--- src/rtl/button_press_gen_pkg.sv ---
// ============================================================================
// button_press_gen_pkg : state encodings and defaults for button_press_gen
// Revision: 1.0
// ============================================================================
`default_nettype none

package button_press_gen_pkg;

    localparam int DEFAULT_CNT_W = 24;

    localparam logic [2:0] ST_IDLE       = 3'd0;
    localparam logic [2:0] ST_BOUNCE_IN  = 3'd1;
    localparam logic [2:0] ST_HOLD       = 3'd2;
    localparam logic [2:0] ST_BOUNCE_OUT = 3'd3;
    localparam logic [2:0] ST_GAP        = 3'd4;
    localparam logic [2:0] ST_FINISH     = 3'd5;

    typedef enum logic [2:0] {
        IDLE       = ST_IDLE,
        BOUNCE_IN  = ST_BOUNCE_IN,
        HOLD       = ST_HOLD,
        BOUNCE_OUT = ST_BOUNCE_OUT,
        GAP        = ST_GAP,
        FINISH     = ST_FINISH
    } state_t;

endpackage

`default_nettype wire

--- src/rtl/button_press_gen_seg_timer.sv ---
// ============================================================================
// button_press_gen_seg_timer : loadable down-counter, zero flag marks last cycle
// Revision: 1.0
// ============================================================================
`default_nettype none

module button_press_gen_seg_timer #(
    parameter int CNT_W = 24
) (
    input  logic             clk,
    input  logic             rst,
    input  logic             load,
    input  logic [CNT_W-1:0] load_val,
    output logic             zero
);

    logic [CNT_W-1:0] count;

    always_ff @(posedge clk or negedge rst) begin
        if (!rst) begin
            count <= '0;
        end else if (load) begin
            count <= load_val;
        end else if (count != '0) begin
            count <= count - CNT_W'(1);
        end
    end

    assign zero = (count == '0);

endmodule

`default_nettype wire

--- src/rtl/button_press_gen.sv ---
// ============================================================================
// button_press_gen : bouncing push-button waveform generator
// Revision: 1.0
// ============================================================================
`default_nettype none

module button_press_gen
    import button_press_gen_pkg::*;
#(
    parameter int CNT_W          = DEFAULT_CNT_W,
    parameter int BOUNCE_TOGGLES = 4,
    parameter int BOUNCE_PERIOD  = 3
) (
    input  logic             clk,
    input  logic             rst,
    input  logic             start,
    input  logic             abort,
    input  logic [CNT_W-1:0] hold_cycles,
    input  logic [CNT_W-1:0] gap_cycles,
    input  logic [3:0]       num_presses,
    output logic             button,
    output logic             press_active,
    output logic             busy,
    output logic             done
);

    localparam logic [4:0]       LAST_SEG  = 5'(2 * BOUNCE_TOGGLES - 1);
    localparam logic [CNT_W-1:0] PERIOD_M1 = CNT_W'(BOUNCE_PERIOD - 1);

    state_t           state;
    logic [4:0]       seg_idx;
    logic [3:0]       presses_left;
    logic [CNT_W-1:0] hold_q;
    logic [CNT_W-1:0] gap_q;
    logic [CNT_W-1:0] hold_m1;
    logic [CNT_W-1:0] gap_m1;
    logic             tmr_load;
    logic [CNT_W-1:0] tmr_val;
    logic             tmr_zero;

    // Timer holds (remaining - 1); a zero length command behaves as one cycle.
    assign hold_m1 = (hold_q == '0) ? '0 : hold_q - CNT_W'(1);
    assign gap_m1  = (gap_q  == '0) ? '0 : gap_q  - CNT_W'(1);

    always_comb begin
        tmr_load = 1'b0;
        tmr_val  = PERIOD_M1;
        case (state)
            IDLE:       tmr_load = start;
            BOUNCE_IN: begin
                tmr_load = tmr_zero;
                if (seg_idx == LAST_SEG) tmr_val = hold_m1;
            end
            HOLD:       tmr_load = tmr_zero;
            BOUNCE_OUT: begin
                tmr_load = tmr_zero;
                if (seg_idx == LAST_SEG) tmr_val = gap_m1;
            end
            GAP:        tmr_load = tmr_zero;
            default:    tmr_load = 1'b0;
        endcase
    end

    button_press_gen_seg_timer #(
        .CNT_W (CNT_W)
    ) u_seg_timer (
        .clk      (clk),
        .rst      (rst),
        .load     (tmr_load),
        .load_val (tmr_val),
        .zero     (tmr_zero)
    );

    always_ff @(posedge clk or negedge rst) begin
        if (!rst) begin
            state        <= IDLE;
            seg_idx      <= '0;
            presses_left <= '0;
            hold_q       <= '0;
            gap_q        <= '0;
            button       <= 1'b0;
            press_active <= 1'b0;
            busy         <= 1'b0;
            done         <= 1'b0;
        end else if (abort) begin
            state        <= IDLE;
            button       <= 1'b0;
            press_active <= 1'b0;
            busy         <= 1'b0;
            done         <= 1'b0;
        end else begin
            case (state)
                IDLE: begin
                    done <= 1'b0;
                    if (start) begin
                        hold_q       <= hold_cycles;
                        gap_q        <= gap_cycles;
                        presses_left <= num_presses;
                        seg_idx      <= '0;
                        if (num_presses == 4'd0) begin
                            state <= FINISH;
                            done  <= 1'b1;
                        end else begin
                            state  <= BOUNCE_IN;
                            button <= 1'b1;
                            busy   <= 1'b1;
                        end
                    end
                end
                BOUNCE_IN: begin
                    if (tmr_zero) begin
                        if (seg_idx == LAST_SEG) begin
                            state        <= HOLD;
                            button       <= 1'b1;
                            press_active <= 1'b1;
                            seg_idx      <= '0;
                        end else begin
                            // Even segments are high on the way in.
                            seg_idx <= seg_idx + 5'd1;
                            button  <= seg_idx[0];
                        end
                    end
                end
                HOLD: begin
                    if (tmr_zero) begin
                        state        <= BOUNCE_OUT;
                        button       <= 1'b0;
                        press_active <= 1'b0;
                        seg_idx      <= '0;
                    end
                end
                BOUNCE_OUT: begin
                    if (tmr_zero) begin
                        if (seg_idx == LAST_SEG) begin
                            state   <= GAP;
                            button  <= 1'b0;
                            seg_idx <= '0;
                        end else begin
                            seg_idx <= seg_idx + 5'd1;
                            button  <= ~seg_idx[0];
                        end
                    end
                end
                GAP: begin
                    if (tmr_zero) begin
                        presses_left <= presses_left - 4'd1;
                        if (presses_left == 4'd1) begin
                            state <= FINISH;
                            busy  <= 1'b0;
                            done  <= 1'b1;
                        end else begin
                            state  <= BOUNCE_IN;
                            button <= 1'b1;
                        end
                    end
                end
                FINISH: begin
                    state <= IDLE;
                    done  <= 1'b0;
                end
                default: begin
                    state        <= IDLE;
                    button       <= 1'b0;
                    press_active <= 1'b0;
                    busy         <= 1'b0;
                    done         <= 1'b0;
                end
            endcase
        end
    end

endmodule

`default_nettype wire

--- config.mk ---
export PLATFORM = sky130hd
export DESIGN_NAME = button_press_gen
export DESIGN_NICKNAME = d
export VERILOG_FILES = /design/src/rtl/button_press_gen_pkg.sv /design/src/rtl/button_press_gen_seg_timer.sv /design/src/rtl/button_press_gen.sv
export SDC_FILE = /design/constraint.sdc
export NUM_CORES = 1
export LEC_CHECK = 0
export ABC_CLOCK_PERIOD_IN_PS = 3100
export CORE_UTILIZATION = 40
export DETAILED_ROUTE_END_ITERATION = 10
export PLACE_DENSITY = 0.64
export SYNTH_ARGS = -nofsm -noshare
export SYNTH_HDL_FRONTEND = slang
export SYNTH_HIERARCHICAL = 1
export SYNTH_SLANG_ARGS = --single-unit
--- constraint.sdc ---
create_clock -name clk -period 3.1 [get_ports clk]
set_input_delay 0.62 -clock clk [delete_from_list [all_inputs] [get_ports clk]]
set_output_delay 0.62 -clock clk [all_outputs]
set_load 0.05 [all_outputs]
==> results.json, run 1 <==
{
  "clock_skew_ns": 0.005407,
  "fin_tns_setup_ns": 0,
  "synth_top_area_cell": "dfrtp_1",
  "hp-class": "input port to asynchronous set/reset pin",
  "place_area_um2": 6325,
  "syn_inst": 551,
  "grt_max_degree": 51,
  "yosysUniqueCellTypes": 70,
  "nNetsFinal": 673,
  "end_kind": "flop",
  "wl_um": 13050,
  "power.share.switching": 0.3809,
  "period_needed_ns": 2.701,
  "drc": 0,
  "slew-limit-headroom": 0.4900,
  "dieHeight_um": 119.3,
  "powerDensity_nw_per_um2": 700.6,
  "synthXorXnorAreaFrac": 0.09227,
  "r2r_start": "u_seg_timer/count[0]$_DFFE_PN0P_",
  "hold_violations": 0,
  "ant_nets": 0,
  "syn_area_um2": 5505,
  "critPathArrivalTime_ns": 2.96,
  "rsz0062_at_grt": "false",
  "worst_setup_path_start_kind": "flop",
  "worst_pin_slew_ns": 0.7650,
  "vias_per_cell": 5.536,
  "maxCapViolCount": 0,
  "final_cell_area_um2": 6580,
  "yosysSeqAreaShare": 0.4000,
  "post_cts_resized": 0,
  "drt-initial-drc-count": 239,
  "dp_hpwl_um": 9683,
  "setup_viol": 0,
  "die_x_um": 119.3,
  "synth_mux_area_frac": 0.1077,
  "cts_root_buffer": "clkbuf_16",
  "initial_utilization": 0.4124,
  "critPathRequiredTime_ns": 3.36,
  "row_count": 42,
  "drive_gt1_frac": 0.1522,
  "clock_path_buffers": 2,
  "synth_area_leaders": "dfrtp_1 (40%), mux2_2 (7.0%), xnor2_1 (5.1%)",
  "htreeDepth": 3,
  "wire_per_inst_um": 16.58,
  "fin_crit_sh": 0.8712,
  "synth_top_area_frac": 0.4000,
  "p_seq_frac": 0.415,
  "vias": 4357,
  "gp_congestion": 0.8137,
  "grt_util_all_layers": 0.1944,
  "p_leak_nw": 2.539,
  "antenna_found_initial": 0,
  "r2r_setup_slack_ns": 0.40,
  "synth_nets": 616,
  "synth_compound_area_frac": 0.1241,
  "worstSetupPathType": "flop to flop",
  "grt_pass1_wl_um": 21620,
  "max_stage_delay_ns": 0.45,
  "clkSlewWorstSetupHoldPaths_ns": 0.06,
  "synth-seq-cells": 88,
  "die_area_um2": 14240,
  "cts_buffers": 9,
  "synth-adder-area-share": 0.02045,
  "synth-edff-count": 0,
  "grt_overflow": 0,
  "report.power.total_mw": 4.610,
  "drtPass1Iterations": 5,
  "fmax_ghz": 0.3703,
  "coreArea_um2": 13350,
  "critPathMaxFanout": 20,
  "cts_sinks": 88,
  "post_cts_buffers": 0,
  "ys.flop_type": "dfrtp_1",
  "clk_latency_ns": 0.35,
  "clkPwrFrac": 0.214,
  "cts_tree": "built",
  "combinationalPowerShare": 0.371,
  "syn_avg_cell_area_um2": 9.991,
  "synth_top_family_by_area": "simple AND/OR/NAND/NOR gates",
  "status": "complete, no violations",
  "r2r_end": "presses_left[3]$_DFFE_PN0P_",
  "mostFrequentLayoutCells": "dfrtp_1 (88), clkdlybuf4s50_1 (58), nor2_1 (50)",
  "ys_async_sr_fraction": 1.000,
  "maxSlewViolCount": 0,
  "p_sw_mw": 1.756,
  "hold_buffers": 0,
  "n_fill_cell": 1281,
  "grt_pass1_vias": 4393,
  "cpMaxStageDelayCell": "or3_1",
  "reg2reg_depth": 10,
  "io_pins": 60,
  "num_antenna_cells": 0,
  "p_int_mw": 2.854,
  "yosysWarnings": 6,
  "crit_chain": "inv_1, ha_1, nor4b_1, nand4_2, or2_4, clkinv_8, mux2i_1, or3_1, o21ba_1, a311oi_1",
  "ir_drop_uv": 293.4,
  "port_buffers": 59,
  "syn_to_final_growth_pct": 19.52,
  "final_common_cell": "dfrtp_1",
  "synth-simple-area-share": 0.2209
}
## worst max-delay path: cells and delay by family (launching register included)
| kind | cells | cell delay [ns] |
|---|---|---|
| AOI/OAI and AO/OA | 2 | 0.46 |
| buffers and inverters | 2 | 0.24 |
| adders and majority gates | 1 | 0.15 |
| DFF | 1 | 0.41 |
| muxes | 1 | 0.11 |
| and+or+nand+nor | 4 | 1.24 |
## layout make-up
class,count,area [µm²],area share
Timing Repair Buffer,71,715.7,0.1088
Clock buffer,13,250.2,0.03803
Clock inverter,1,5.005,0.0007606
Tap cell,176,220.2,0.03347
Sequential cell,88,2202,0.3347
Multi-Input combinational cell,424,3122,0.4744
Inverter,14,65.06,0.009888
## synthesized netlist by cell type (all sizes together) (4+ instances only)
cell type and n:
dfrtp 88, nor2 52, mux2 50, nand2 40, xnor2 32, nor3 28, xor2 26, o21ai 25
o22ai 24, nor4 17, nand3 15, inv 13, buf 12, a21oi 11, clkbuf 11, ha 9
or4 8, a22o 7, nand2b 7, nand4 7, o31ai 7, and3 5, nor3b 5, or3 5
nor4b 4, o21a 4
## power groups by stage
stage | clock network [mW] | logic, mW | registers (mW)
after detailed placement | 0 | 1.70 | 1.93
after global routing | 1.05 | 1.90 | 1.97
after global placement | 0 | 1.67 | 1.91
after CTS | 1.01 | 1.72 | 1.91
final | 0.985 | 1.71 | 1.91
after floorplan | 0 | 1.21 | 1.83
## logic make-up after synthesis
| kind of cell | after synthesis |
|---|---|
| xor+xnor | 58 |
| mux | 53 |
| compound gates | 101 |
| buf+inv | 39 |
| flops | 88 |
| simple gates | 203 |
| fa+ha+maj | 9 |
## per-layer routing
layer	wire length, µm	GRT usage	share of wire	vias to the layer above
met1	5948	0.2492	0.46	2111
met3	529	0.03736	0.041	22
met2	6257	0.3187	0.48	101
met4	312	0.08438	0.024	0
met5	0	0	0	-
li1	-	-	-	2123
## flip-flops by register name, indices dropped and copies added, names as in the netlist
register,count
hold_q,24
gap_q,24
state,3
seg_idx,5
press_active,1
busy,1
u_seg_timer/count,24
presses_left,4
button,1
done,1
## worst max-delay path by stage
stage / endpoint / slack (ns) / startpoint / depth (start not counted)
2_1_floorplan: u_seg_timer/count[17]$_DFFE_PN0P_ / 0.04 / u_seg_timer/count[0]$_DFFE_PN0P_ / 13
3_3_place_gp: u_seg_timer/count[1]$_DFFE_PN0P_ / 0.50 / u_seg_timer/count[0]$_DFFE_PN0P_ / 11
3_5_place_dp: u_seg_timer/count[1]$_DFFE_PN0P_ / 0.39 / u_seg_timer/count[0]$_DFFE_PN0P_ / 11
4_1_cts: u_seg_timer/count[1]$_DFFE_PN0P_ / 0.38 / u_seg_timer/count[0]$_DFFE_PN0P_ / 11
5_1_grt: presses_left[3]$_DFFE_PN0P_ / 0.24 / u_seg_timer/count[0]$_DFFE_PN0P_ / 10
6_report: presses_left[3]$_DFFE_PN0P_ / 0.40 / u_seg_timer/count[0]$_DFFE_PN0P_ / 10
## stage by stage
stage,cells,util,setup WS (ns),hold WS (ns)
2_1_floorplan,551,-,0.03525,0.3244
3_5_place_dp,773,0.4738,0.3874,0.4908
6_report,787,0.4930,0.3991,0.2403
5_1_grt,787,0.4930,0.2365,0.2853
4_1_cts,787,0.4930,0.3779,0.2579
3_3_place_gp,773,0.4738,0.4985,0.4709
No activity file was read; power rests on OpenSTA's default activity.
==> run 2: changes to the inputs <==
--- a/config.mk
+++ b/config.mk
@@ -7,6 +7,7 @@
 export LEC_CHECK = 0
 export ABC_CLOCK_PERIOD_IN_PS = 3100
 export CORE_UTILIZATION = 40
+export CTS_BUF_LIST = sky130_fd_sc_hd__clkbuf_8
 export DETAILED_ROUTE_END_ITERATION = 10
 export PLACE_DENSITY = 0.64
 export SYNTH_ARGS = -nofsm -noshare
==> results.json, run 2 (synthesis results as in run 1) <==
{
  "status": "complete, no violations",
  "p_seq_frac": 0.443,
  "fin_util": 0.4854,
  "post_cts_buffers": 0,
  "timing.final.ws_setup_ns": 0.3909,
  "cts_tree": "built",
  "dieHeight_um": 119.3,
  "end_kind": "flop",
  "clk_latency_ns": 0.38,
  "power.share.switching": 0.3992,
  "setup_viol": 0,
  "r2r_end": "presses_left[3]$_DFFE_PN0P_",
  "hold_violations": 0,
  "initial_utilization": 0.4124,
  "dp_hpwl_um": 9683,
  "nNetsFinal": 673,
  "mostFrequentLayoutCells": "dfrtp_1 (88), clkdlybuf4s50_1 (58), nor2_1 (50)",
  "clkPwrFrac": 0.160,
  "antenna_found_initial": 0,
  "vias": 4428,
  "cts_root_buffer": "clkbuf_8",
  "fmax_ghz": 0.3691,
  "io_pins": 60,
  "p_leak_nw": 2.505,
  "worst_setup_path_start_kind": "flop",
  "critPathRequiredTime_ns": 3.39,
  "critPathMaxFanout": 20,
  "grt_pass1_wl_um": 21490,
  "syn_to_final_growth_pct": 17.68,
  "ant_nets": 0,
  "clock_skew_ns": 0.01419,
  "fin_crit_sh": 0.8739,
  "htreeDepth": 3,
  "post_cts_resized": 0,
  "wire_per_inst_um": 16.52,
  "num_antenna_cells": 0,
  "clock_path_buffers": 2,
  "worstSetupPathType": "flop to flop",
  "grt_util_all_layers": 0.1934,
  "coreArea_um2": 13350,
  "wl_um": 13000,
  "reg.largest.list": "gap_q (24), hold_q (24), u_seg_timer/count (24)",
  "p_int_mw": 2.590,
  "row_count": 42,
  "grt_overflow": 0,
  "clkSlewWorstSetupHoldPaths_ns": 0.09,
  "die_x_um": 119.3,
  "n_fill_cell": 1301,
  "maxCapViolCount": 0,
  "powerDensity_nw_per_um2": 665.5,
  "combinationalPowerShare": 0.397,
  "ir_drop_uv": 256.6,
  "r2r_setup_slack_ns": 0.39,
  "slew-limit-headroom": 0.5003,
  "drtPass1Iterations": 5,
  "die_area_um2": 14240,
  "vias_per_cell": 5.626,
  "maxSlewViolCount": 0,
  "period_needed_ns": 2.709,
  "drt-initial-drc-count": 254,
  "gp_congestion": 0.8137,
  "port_buffers": 59,
  "reg2reg_depth": 10,
  "cts_buffers": 9,
  "critPathArrivalTime_ns": 3.00,
  "grt_max_degree": 51,
  "hp-class": "input port to asynchronous set/reset pin",
  "drc": 0,
  "fin_tns_setup_ns": 0,
  "hold_buffers": 0,
  "p_sw_mw": 1.721,
  "grt_pass1_vias": 4389,
  "final_common_cell": "dfrtp_1",
  "rsz0062_at_grt": "false",
  "cts_sinks": 88,
  "place_ws_ns": 0.3874,
  "drive_gt1_frac": 0.1522,
  "worst_pin_slew_ns": 0.7495,
  "r2r_start": "u_seg_timer/count[0]$_DFFE_PN0P_"
}
## run 2: cell count changes in the layout (fill, tap and decap cells not counted)
| cell | before | now |
|---|---|---|
| clkbuf_16 | 9 | 0 |
| clkbuf_8 | 1 | 10 |
| clkbuf_1 | 3 | 0 |
| inv_1 | 13 | 16 |
## run 2: worst max path at each step
stage	startpoint	endpoint	slack, ns	depth (start not counted)
floorplan	u_seg_timer/count[0]$_DFFE_PN0P_	u_seg_timer/count[17]$_DFFE_PN0P_	0.04	13
global placement	u_seg_timer/count[0]$_DFFE_PN0P_	u_seg_timer/count[1]$_DFFE_PN0P_	0.50	11
detailed placement	u_seg_timer/count[0]$_DFFE_PN0P_	u_seg_timer/count[1]$_DFFE_PN0P_	0.39	11
CTS	u_seg_timer/count[0]$_DFFE_PN0P_	u_seg_timer/count[1]$_DFFE_PN0P_	0.38	11
global route	u_seg_timer/count[0]$_DFFE_PN0P_	presses_left[3]$_DFFE_PN0P_	0.23	10
finish	u_seg_timer/count[0]$_DFFE_PN0P_	presses_left[3]$_DFFE_PN0P_	0.39	10
## run 2: layout make-up
cell class	instances	area, µm²	share of cell area
Clock inverter	4	16.27	0.002511
Tap cell	176	220.2	0.03399
Timing Repair Buffer	71	715.7	0.1105
Clock buffer	10	137.6	0.02124
Inverter	14	65.06	0.01004
Multi-Input combinational cell	424	3122	0.4818
Sequential cell	88	2202	0.3399
## run 2: power groups by stage
| stage | Combinational [mW] | Clock, mW | Sequential [mW] |
|---|---|---|---|
| floorplan | 1.21 | 0 | 1.83 |
| global placement | 1.67 | 0 | 1.91 |
| detailed placement | 1.70 | 0 | 1.93 |
| CTS | 1.72 | 0.718 | 1.90 |
| global route | 1.90 | 0.758 | 1.97 |
| finish | 1.71 | 0.690 | 1.91 |
## run 2: stage by stage
stage               area (µm²)  instances  hold slack [ns]  power, mW
CTS                       6479        787           0.2174      4.339
global route              6479        787           0.2467      4.619
floorplan                 5505        551           0.3244      3.039
finish                    6479        787           0.2141      4.311
detailed placement        6325        773           0.4908      3.628
global placement          6325        773           0.4709      3.573
## run 2: worst max-delay path, stage by stage (launching register included)
cell,delay [ns]
dfrtp_1,0.42
inv_1,0.13
ha_1,0.15
nor4b_1,0.31
nand4_2,0.16
or2_4,0.32
clkinv_8,0.11
mux2i_1,0.11
or3_1,0.45
o21ba_1,0.23
a311oi_1,0.23
## run 2: routing by layer
metal | routed length [µm] | GRT usage
met5 | 0 | 0
met4 | 350 | 0.09609
met3 | 516 | 0.02874
met2 | 6201 | 0.3172
met1 | 5935 | 0.2485
